$ cat src/rtl/encoder64_6_sar.sv
// Two-stage pipelined 64-to-6 priority encoder (bit 0 highest priority) with
// valid/ready handshake, zero/multi-hot flags and a saturating multi-hot counter.
module encoder64_6_sar #(
    parameter int unsigned ERR_CNT_W = 8
) (
    input  logic                 clk,
    input  logic                 rst_n,
    input  logic                 in_valid,
    output logic                 in_ready,
    input  logic [63:0]          in_vec,
    output logic                 out_valid,
    input  logic                 out_ready,
    output logic [5:0]           out_code,
    output logic                 out_zero,
    output logic                 out_multi,
    output logic [ERR_CNT_W-1:0] err_cnt,
    input  logic                 err_clr
);

    localparam int unsigned VEC_W  = 64;
    localparam int unsigned GRP_N  = 8;
    localparam int unsigned GRP_W  = 8;
    localparam int unsigned IDX_W  = 3;
    localparam int unsigned GSEL_W = 3;
    localparam int unsigned CODE_W = 6;

    logic                           en;
    logic [GRP_N-1:0]               grp_any;
    logic [GRP_N-1:0][IDX_W-1:0]    grp_idx;
    logic                           vec_multi;
    logic                           s1_valid;
    logic [GRP_N-1:0]               s1_any;
    logic [GRP_N-1:0][IDX_W-1:0]    s1_idx;
    logic                           s1_multi;
    logic [CODE_W-1:0]              code_nxt;
    logic                           zero_nxt;

    // Whole pipeline moves together; no skid buffer, so ready is combinational.
    assign en       = !out_valid || out_ready;
    assign in_ready = en;

    // Per-group any-set flag and local index of the lowest set bit.
    always_comb begin
        grp_any = '0;
        grp_idx = '0;
        for (int g = 0; g < int'(GRP_N); g++) begin
            grp_any[g] = |in_vec[g*GRP_W +: GRP_W];
            for (int b = int'(GRP_W) - 1; b >= 0; b--) begin
                if (in_vec[g*GRP_W + b]) begin
                    grp_idx[g] = IDX_W'(b);
                end
            end
        end
    end

    // Clearing the lowest set bit leaves something only if two or more were set.
    assign vec_multi = |(in_vec & (in_vec - VEC_W'(1)));

    always_ff @(posedge clk or negedge rst_n) begin
        if (!rst_n) begin
            s1_valid <= 1'b0;
            s1_any   <= '0;
            s1_idx   <= '0;
            s1_multi <= 1'b0;
        end else if (en) begin
            s1_valid <= in_valid;
            s1_any   <= grp_any;
            s1_idx   <= grp_idx;
            s1_multi <= vec_multi;
        end
    end

    // Lowest group with a set bit selects the upper code bits.
    always_comb begin
        code_nxt = '0;
        zero_nxt = 1'b1;
        for (int g = int'(GRP_N) - 1; g >= 0; g--) begin
            if (s1_any[g]) begin
                code_nxt = {GSEL_W'(g), s1_idx[g]};
                zero_nxt = 1'b0;
            end
        end
    end

    always_ff @(posedge clk or negedge rst_n) begin
        if (!rst_n) begin
            out_valid <= 1'b0;
            out_code  <= '0;
            out_zero  <= 1'b0;
            out_multi <= 1'b0;
        end else if (en) begin
            out_valid <= s1_valid;
            out_code  <= code_nxt;
            out_zero  <= zero_nxt;
            out_multi <= s1_multi;
        end
    end

    // Counts accepted multi-hot results; clear wins over increment, no wrap.
    always_ff @(posedge clk or negedge rst_n) begin
        if (!rst_n) begin
            err_cnt <= '0;
        end else if (err_clr) begin
            err_cnt <= '0;
        end else if (out_valid && out_ready && out_multi && (err_cnt != '1)) begin
            err_cnt <= err_cnt + ERR_CNT_W'(1);
        end
    end

endmodule

$ cat config.mk
export PLATFORM = sky130hd
export DESIGN_NAME = encoder64_6_sar
export DESIGN_NICKNAME = d
export VERILOG_FILES = /design/src/rtl/encoder64_6_sar.sv
export SDC_FILE = /design/constraint.sdc
export NUM_CORES = 1
export LEC_CHECK = 0
export ABC_AREA = 1
export CAP_MARGIN = 15
export CORE_MARGIN = 3
export CORE_UTILIZATION = 49
export DETAILED_ROUTE_END_ITERATION = 8
export PLACE_DENSITY = 0.88
export SLEW_MARGIN = 25
export SYNTH_ARGS = -nofsm -noshare
export SYNTH_HDL_FRONTEND = slang
export SYNTH_SLANG_ARGS = --single-unit
$ cat constraint.sdc
create_clock -name clk -period 2.9 [get_ports clk]
set_input_delay 0.725 -clock clk [delete_from_list [all_inputs] [get_ports clk]]
set_output_delay 0.725 -clock clk [all_outputs]
set_load 0.01 [all_outputs]
==> results of run 1 <==
-- cells by family after synthesis --
group | share of synthesized area, %
simple gates | 45.9
flops | 29.4
compound gates | 15.7
buf+inv | 8.73
fa+ha+maj | 0.288
-- registers in the layout, indices dropped and copies added, names as in the netlist --
signal,cells
s1_multi,1
s1_any,8
s1_valid,1
out_multi,1
out_zero,1
s1_idx,24
out_valid,1
out_code,6
err_cnt,8
-- power by group through the flow --
stage	Sequential (mW)	Clock (mW)	Combinational (mW)
global placement	0.825	0	0.523
CTS	0.815	0.480	0.533
global route	0.824	0.506	0.593
detailed placement	0.829	0	0.529
finish	0.816	0.475	0.541
floorplan	0.822	0	0.248
-- worst max-delay path, cell delays in order --
cell and delay (ns):
clkdlybuf4s50_1 0.48, inv_1 0.04, nand2_1 0.19, clkdlybuf4s50_1 0.59
-- metrics by stage --
stage / std cells / setup slack, ns
4_1_cts: 962 / 0.141
5_1_grt: 962 / 0.139
3_3_place_gp: 955 / 0.0456
2_1_floorplan: 753 / 0.901
3_5_place_dp: 955 / 0.0492
6_report: 962 / 0.149
-- cell type report --
cell class | instances | area, sq um
Sequential cell | 51 | 1280
Multi-Input combinational cell | 603 | 2690
Timing Repair Buffer | 107 | 1030
Tap cell | 105 | 131
Fill cell | 793 | 2860
Inverter | 89 | 334
Clock inverter | 2 | 37.5
Clock buffer | 5 | 68.8
-- Yosys cell counts (all sizes together) --
| cell | number | share of area [%] |
|---|---|---|
| nand2 | 251 | 22 |
| nor2 | 184 | 17 |
| inv | 89 | 7.7 |
| dfrtp | 51 | 29 |
| o21ai | 46 | 5.3 |
| nand3 | 36 | 4.3 |
| a21oi | 29 | 3.3 |
| o31ai | 14 | 2.4 |
| clkbuf | 8 | 0.69 |
| nor3 | 7 | 0.81 |
| o21bai | 6 | 1.0 |
| a21boi | 4 | 0.69 |
| o211ai | 4 | 0.69 |
| o22ai | 4 | 0.58 |
| nand4 | 3 | 0.43 |
| a31oi | 2 | 0.29 |
| and2 | 2 | 0.29 |
| buf | 2 | 0.35 |
| o221ai | 2 | 0.40 |
| or2 | 2 | 0.29 |
| a211oi | 1 | 0.17 |
| a221oi | 1 | 0.20 |
| a22o | 1 | 0.20 |
| a22oi | 1 | 0.17 |
| ha | 1 | 0.29 |
| nand3b | 1 | 0.17 |
| o32ai | 1 | 0.20 |
-- metal layers --
layer  GRT usage (%)  vias to the layer above
met5               0                        -
met4            9.64                        0
met3            3.27                       30
met2            48.1                      245
met1            42.6                     2349
li1                -                     2598
-- how the worst min path moves through the flow --
stage          startpoint     endpoint  slack [ns]  cells after the start
2_1_floorplan    s1_valid    out_valid        0.42                      2
3_3_place_gp     s1_valid    out_valid        0.44                      2
3_5_place_dp     s1_valid    out_valid        0.44                      2
4_1_cts             rst_n  out_code[1]        0.32                      1
5_1_grt             rst_n  out_code[2]        0.33                      1
6_report            rst_n   err_cnt[2]        0.32                      1
==> results.md, run 1 <==
* Run status: finished clean
* Number of hold buffers added after CTS at 0
* Final setup viols at 0
* Sw frac at a little under a third
* Final Cell Area at 5560 sq um
* Ratio of cells with drive above 1 in the final layout at 6.07%
* Clock sink total at 51
* H-tree depth at 2
* Total Wirelength at 14900 microns
* Clock buffer depth at 2
* Fin. Hold Viols at 0
* DP Area at 5450 sq um
* Vias per Instance at approximately 5.4
* Slew headroom at 68.8%
* Placement row count at 33
* Commonest non-fill, non-tap cell in the layout: nand2_1
* Synth-to-Final Area Change at 28.1%
* Max cap viols at 0
* Top Layer Used: met4
* Crit path to: in_ready
* Power density cells at 330 nW/um^2
* Final Util at 66.0%
* 1st-iter DRT viols at 376
* CP endpoint kind: output pin
* Slew Limit Fails at 0
* Critical R2R Capture: s1_multi
* Synth Instances at approximately 750
* Clock Power Share at 25.9%
* GPL Wtd Cong at about 0.97
* Leakage at 2.55 nW
* Io pins at 87
* Required @ worst endpoint at 2.17 ns
* Worst-path clk slew at 0.09 ns
* NetSw at approximately 0.57 mW
* Post-Syn Area per Cell at 5.76 sq um
* Worst-Margin Slew at around 0.47 ns
* Vias at between 5000 and 6000
* Root Buffer: clkbuf_8
* Clock Skews at 0.00203 ns
* Post-detail-place hpwl at about 12000 microns
* Worst Path Max Fanout at 3
* Post-CTS resize count at 0
* Largest net degree at the start of global routing at 38
* # diodes at 0
* Die ar. at around 10000 sq um
* Initial core utilization at 51.5%
* Initial antenna violation count at 0
* Grt ovf at 0
* Met2 wire len at 6750 microns
* Global Route Usage Sum at between 30% and 40%
* Post-synthesis sequential area ratio at 29.4%
* Post-Syn Area at 4340 sq um
* Max VDD drop at between 200 and 250 uV
* Fin crit share at 94.9%
* Die Wd at 100 microns
* Chip Height at 100 microns
* Global-route wire length before repair at 24000 microns
* TNS Setup at 0 ns
* CTS buffer count at 5
* Nets at around 930
* Flop pwr share at 44.5%
* Vias in the first global route at ~5000
* Start point of the critical path: out_ready
* DR DRC count at 0
* Overall Power at 1.83 mW
* Mapped Nets at 823
* Post-layout min period at 2.75 ns
* Leading cell types in the layout, fill and taps excluded: nand2_1, nor2_1, inv_1
* RSZ-0062 raised after global routing: false
* FF-to-FF setup slack at 1.03 ns
* CTS tree: yes
* Pint at about 1.3 mW
* Clk Latency, worst-skew pair at between 0.2 and 0.3 ns
* Core footprint at ~8400 sq um
* Hold crit path type: in -> async
* Setup CP Type: in -> out
* Drt first pass iters at 6
* M1 WL at between 6000 and 7000 microns
* Post-CTS Setup Inserts at 0
* Fmax at around 0.36 GHz
* Yosys cell types at 37
* Flops & latches, synth at 51
* Hold_ws at around 0.32 ns
* Routed Antenna Nets at 0
* Share of power burned in combinational logic at 29.5%
* WL per Instance at around 16 microns
* R2r startpoint: out_valid
* # port buffers at 86
* Met3 wire len at 1240 microns
* Critical Path Source Type: input port
* Ys Warns at 0
* Crit path DAT at slightly above 2 ns
* Worst-case reg-to-reg path depth at 15
No activity file was read; power rests on OpenSTA's default activity.
==> inputs of run 2 (changes only) <==
--- a/config.mk
+++ b/config.mk
@@ -11,6 +11,7 @@
 export CORE_UTILIZATION = 49
 export DETAILED_ROUTE_END_ITERATION = 8
 export PLACE_DENSITY = 0.88
+export SETUP_SLACK_MARGIN = 0.5
 export SLEW_MARGIN = 25
 export SYNTH_ARGS = -nofsm -noshare
 export SYNTH_HDL_FRONTEND = slang
==> results.md, run 2 (synthesis results as in run 1) <==
* Run status: finished clean
* Hold_ws at 0.314 ns
* Drt first pass iters at 5
* Ratio of cells with drive above 1 in the final layout at 19.5%
* Core footprint at 8420 sq um
* Leading cell types in the layout, fill and taps excluded: nand2_1, nor2_1, inv_1
* Vias in the first global route at 5081
* DP Area at 5450 sq um
* R2r startpoint: out_valid
* Total Wirelength at between 15000 and 20000 microns
* DR DRC count at 0
* Biggest register: s1_idx
* Crit path DAT at about 2.5 ns
* Clock Skews at 0.00509 ns
* Die ar. at 10000 sq um
* Slew headroom at 68.3%
* Hold crit path type: in -> async
* Initial core utilization at 51.5%
* Setup CP Type: in -> reg
* CTS buffer count at 5
* Critical R2R Capture: s1_multi
* 1st-iter DRT viols at 496
* Vias at 5465
* Clock sink total at 51
* Power density cells at 309 nW/um^2
* FILL cells at 716
* Leakage at 3.10 nW
* Worst-path clk slew at 0.09 ns
* FF-to-FF setup slack at approximately 1.0 ns
* Number of hold buffers added after CTS at 0
* CTS tree: yes
* Commonest non-fill, non-tap cell in the layout: nand2_1
* Synth-to-Final Area Change at 41.3%
* Worst Path Max Fanout at 4
* CP endpoint kind: register
* Final setup viols at 0
* Cells after DPL at between 900 and 1000
* RSZ-0062 raised after global routing: false
* Root Buffer: clkbuf_8
* Final Cell Area at just over 6000 sq um
* H-tree depth at 2
* Io pins at slightly below 90
* Grt ovf at 0
* Fin. Hold Viols at 0
* WL per Instance at 16.3 microns
* Global-route wire length before repair at approximately 24000 microns
* Clock buffer depth at 2
* Slew Limit Fails at 0
* Fin cells at 982
* Largest net degree at the start of global routing at 38
* Fmax at 0.438 GHz
* Fin crit share at 78.7%
* Max cap viols at 0
* Vias per Instance at 5.57
* Critical Path Source Type: input port
* Global Route Usage Sum at around 30%
* TNS Setup at 0 ns
* # diodes at 0
* Max VDD drop at 213 uV
* Initial antenna violation count at 0
* Nets at 947
* Die Wd at 100 microns
* Required @ worst endpoint at 3.10 ns
* Top flop regs: s1_idx x24, err_cnt x8, s1_any x8
* # port buffers at 86
* Post-layout min period at 2.28 ns
* Number of flip-flops in the largest register at 24
* Post-detail-place hpwl at roughly 12000 microns
* Routed Antenna Nets at 0
* Worst-case reg-to-reg path depth at 15
* Placement row count at 33
* Chip Height at 100 microns
* Clk Latency, worst-skew pair at 0.30 ns
* Final Util at 72.8%
* Worst-Margin Slew at 0.475 ns
* GPL Wtd Cong at 0.971
==> run 2: cell types whose count changed in the layout (fill, tap and decap cells not counted), moves of 2 or more <==
cell / previous run / this run
nor2_1: 170 / 93
buf_4: 20 / 39
nand2_1: 246 / 232
nor2_2: 10 / 67
o21ai_0: 41 / 36
dlymetal6s2s_1: 0 / 46
nand2_2: 3 / 16
nor2_4: 3 / 23
o21ai_1: 5 / 9
dlygate4sd2_1: 0 / 13
nand3_1: 35 / 33
clkbuf_2: 0 / 4
clkdlybuf4s50_1: 85 / 21
nand3_2: 1 / 3
==> run 2: per-stage QoR <==
step                      setup slack [ns]  power [mW]
after floorplan                      0.901        1.07
after global placement              0.0456        1.35
after detailed placement            0.0492        1.36
after CTS                            0.500        1.83
after global routing                 0.472        1.98
final                                0.617        1.89
==> run 2: worst max path at each step <==
stage / endpoint / slack, ns / start / depth (start not counted)
finish: s1_multi / 0.62 / in_vec[5] / 14
CTS: s1_multi / 0.50 / in_vec[13] / 16
global route: s1_multi / 0.47 / in_vec[5] / 14
floorplan: in_ready / 0.90 / out_ready / 4
global placement: s1_multi / 0.05 / in_vec[21] / 13
detailed placement: s1_multi / 0.05 / in_vec[9] / 16
==> run 2: power by group <==
part / leakage, nW / switching, mW / internal, mW
Sequential: 0.643 / 0.0482 / 0.770
Combinational: 2.41 / 0.347 / 0.253
Clock: 0.0502 / 0.222 / 0.252
Total: 3.10 / 0.617 / 1.28
==> run 2: cell type report <==
| cell class | instances | area, sq um | area share [%] |
|---|---|---|---|
| Clock buffer | 5 | 68.8 | 1.12 |
| Clock inverter | 2 | 37.5 | 0.612 |
| Inverter | 89 | 334 | 5.45 |
| Multi-Input combinational cell | 603 | 3030 | 49.4 |
| Sequential cell | 51 | 1280 | 20.8 |
| Tap cell | 105 | 131 | 2.14 |
| Timing Repair Buffer | 127 | 1250 | 20.4 |
==> run 2: worst max-delay path, stage by stage <==
cell and delay [ns]:
dlygate4sd2_1 0.30, nor2_2 0.19, buf_4 0.14, nand2_1 0.06, nor2_1 0.15, nand3_1 0.18, o21ai_2 0.18, nand2_1 0.09
nor2_1 0.11, nand2_1 0.07, nor2_2 0.11, nand3_1 0.07, nand2_1 0.06, inv_1 0.04
==> run 2: per-layer routing <==
metal  part of all wire, %  GRT usage [%]  wire length (microns)  vias to the layer above
li1                      -              -                      -                     2645
met5                     0              0                      0                        -
met4                   3.2           9.64                    514                        0
met2                    46           49.6                   7410                      265
met1                    42           43.0                   6770                     2508
met3                   8.0           3.41                   1280                       47
==> run 2: what timing repair did <==
| action | in CTS | in global routing |
|---|---|---|
| resized for setup | 52 | 142 |
| buffers inserted | 4 | 16 |
| endpoints found under the setup margin | 2 | 1 |
| pin swaps | 15 | 39 |
==> inputs of run 3 (changes only) <==
--- a/config.mk
+++ b/config.mk
@@ -8,9 +8,9 @@
 export ABC_AREA = 1
 export CAP_MARGIN = 15
 export CORE_MARGIN = 3
-export CORE_UTILIZATION = 49
+export CORE_UTILIZATION = 48
 export DETAILED_ROUTE_END_ITERATION = 8
-export PLACE_DENSITY = 0.88
+export PLACE_DENSITY = 0.89
 export SETUP_SLACK_MARGIN = 0.5
 export SLEW_MARGIN = 25
 export SYNTH_ARGS = -nofsm -noshare
==> constraint.sdc (replaced) <==
create_clock -name clk -period 2.07 [get_ports clk]
set_input_delay 0.5175 -clock clk [delete_from_list [all_inputs] [get_ports clk]]
set_output_delay 0.5175 -clock clk [all_outputs]
set_load 0.01 [all_outputs]
==> results.md, run 3 (synthesis results as in run 1) <==
* Initial antenna violation count at 0
* Routed Antenna Nets at 0
* Final setup viols at 0
* Worst-Margin Slew at between 0.5 and 0.6 ns
* CTS buffer count at 5
* Root Buffer: clkbuf_8
* Fmax at between 0.5 and 0.6 GHz
* Hold crit path type: in -> async
* Initial core utilization at 49.5%
* H-tree depth at 2
* Chip Height at 101 microns
* Power density cells at 382 nW/um^2
* Slew headroom at 66.4%
* M1 WL at around 7800 microns
* Commonest non-fill, non-tap cell in the layout: nand2_1
* Leading cell types in the layout, fill and taps excluded: nand2_1, buf_4, inv_1
* TNS Setup at 0 ns
* # diodes at 0
* Clk Latency, worst-skew pair at 0.32 ns
* Post-detail-place hpwl at 12600 microns
* Global-route wire length before repair at approximately 30000 microns
* Vias in the first global route at 6131
* Vias per Instance at 5.94
* Setup CP Type: in -> reg
* Run status: finished clean
* Required @ worst endpoint at between 2 and 2.5 ns
* Critical R2R Capture: err_cnt[6]
* Number of flip-flops in the largest register at 24
* Clock buffer depth at 2
* Overall Power at ~3 mW
* Post-layout min period at 1.94 ns
* 1st-iter DRT viols at approximately 860
* Drt first pass iters at 6
* Io pins at 87
* DR DRC count at 0
* Max cap viols at 0
* Biggest register: s1_idx
* Worst Path Max Fanout at 4
* WL per Instance at around 19 microns
* Ratio of cells with drive above 1 in the final layout at 45.1%
* Leakage at 3.75 nW
* Fin crit share at 93.8%
* Critical Path Source Type: input port
* Core footprint at 8760 sq um
* Grt ovf at 0
* Fin. Hold Viols at 0
* CTS tree: yes
* Slew Limit Fails at 0
* Synth-to-Final Area Change at 75.8%
* Top Layer Used: met4
* Die Wd at 101 microns
* CP endpoint kind: register
* Number of hold buffers added after CTS at 0
* Worst-case reg-to-reg path depth at 9
* # port buffers at 86
* Global Route Usage Sum at ~36%
* RSZ-0062 raised after global routing: true
* Nets at about 1100
* Die ar. at 10200 sq um
* Start point of the critical path: in_vec[57]
* R2r startpoint: err_cnt[1]
* Vias at 6607
* Max VDD drop at 272 uV
* Crit path DAT at 2.17 ns
* Placement row count at 34
* Met3 wire len at 2160 microns
* Clock sink total at 51
* GPL Wtd Cong at approximately 1.0
* Total Wirelength at 21500 microns
* Worst-path clk slew at 0.11 ns
* Met2 wire len at 10100 microns
* Largest net degree at the start of global routing at 52
* FF-to-FF setup slack at about 0.35 ns
* Clock Skews at around 0.011 ns
* Top flop regs: s1_idx x24, err_cnt x8, s1_any x8
## run 3: repair_timing
action / in CTS / in global routing
cloned: 0 / 0
pin swaps: 119 / 100
setup endpoints to repair: 61 / 33
setup buffers: 29 / 20
resized for setup: 414 / 173
## run 3: per-stage QoR
step / utilization [%] / setup slack [ns] / std cells / instance area [sq um] / hold WS [ns]
CTS: 82.0 / 0.263 / 1092 / 7180 / 0.192
global placement: 70.7 / -0.564 / 1055 / 6200 / 0.422
floorplan: - / 0.351 / 753 / 4360 / 0.222
global route: 87.1 / 0.0312 / 1112 / 7630 / 0.189
finish: 87.1 / 0.128 / 1112 / 7630 / 0.156
detailed placement: 70.7 / -0.609 / 1055 / 6200 / 0.449
## run 3: worst max path at each step
stage | depth (start not counted) | slack [ns] | end
2_1_floorplan | 14 | 0.35 | s1_multi
5_1_grt | 15 | 0.03 | s1_multi
3_3_place_gp | 16 | -0.56 | s1_multi
6_report | 14 | 0.13 | s1_multi
4_1_cts | 16 | 0.26 | s1_multi
3_5_place_dp | 16 | -0.61 | s1_multi
## run 3: final cells by class
type / instances / area, sq um
clock buffers: 5 / 68.8
clock inverters: 3 / 22.5
fillers: 432 / 1130
inverters: 89 / 340
multi-input cells: 603 / 3760
flip-flops and latches: 51 / 1280
well taps: 108 / 135
repair buffers: 253 / 2030
## run 3: routing by layer
metal	track usage, %	up-vias
met2	62.1	530
met1	43.4	3011
met4	18.8	0
met5	0	-
met3	6.64	155
li1	-	2911
## run 3: power breakdown
part	switching (mW)	internal [mW]
registers	0.0716	1.08
logic	0.665	0.486
clock network	0.368	0.245
## run 3: critical path: stages
cell and delay (ns):
dlygate4sd2_1 0.30, nor2_2 0.16, buf_4 0.13, nand2_1 0.06, nor2_1 0.14, nand3_1 0.11
nor2_1 0.16, a21boi_1 0.09, nor2_1 0.13, nand3_1 0.09, nor2_1 0.12, nand3_1 0.08
nand2_1 0.06, inv_1 0.03
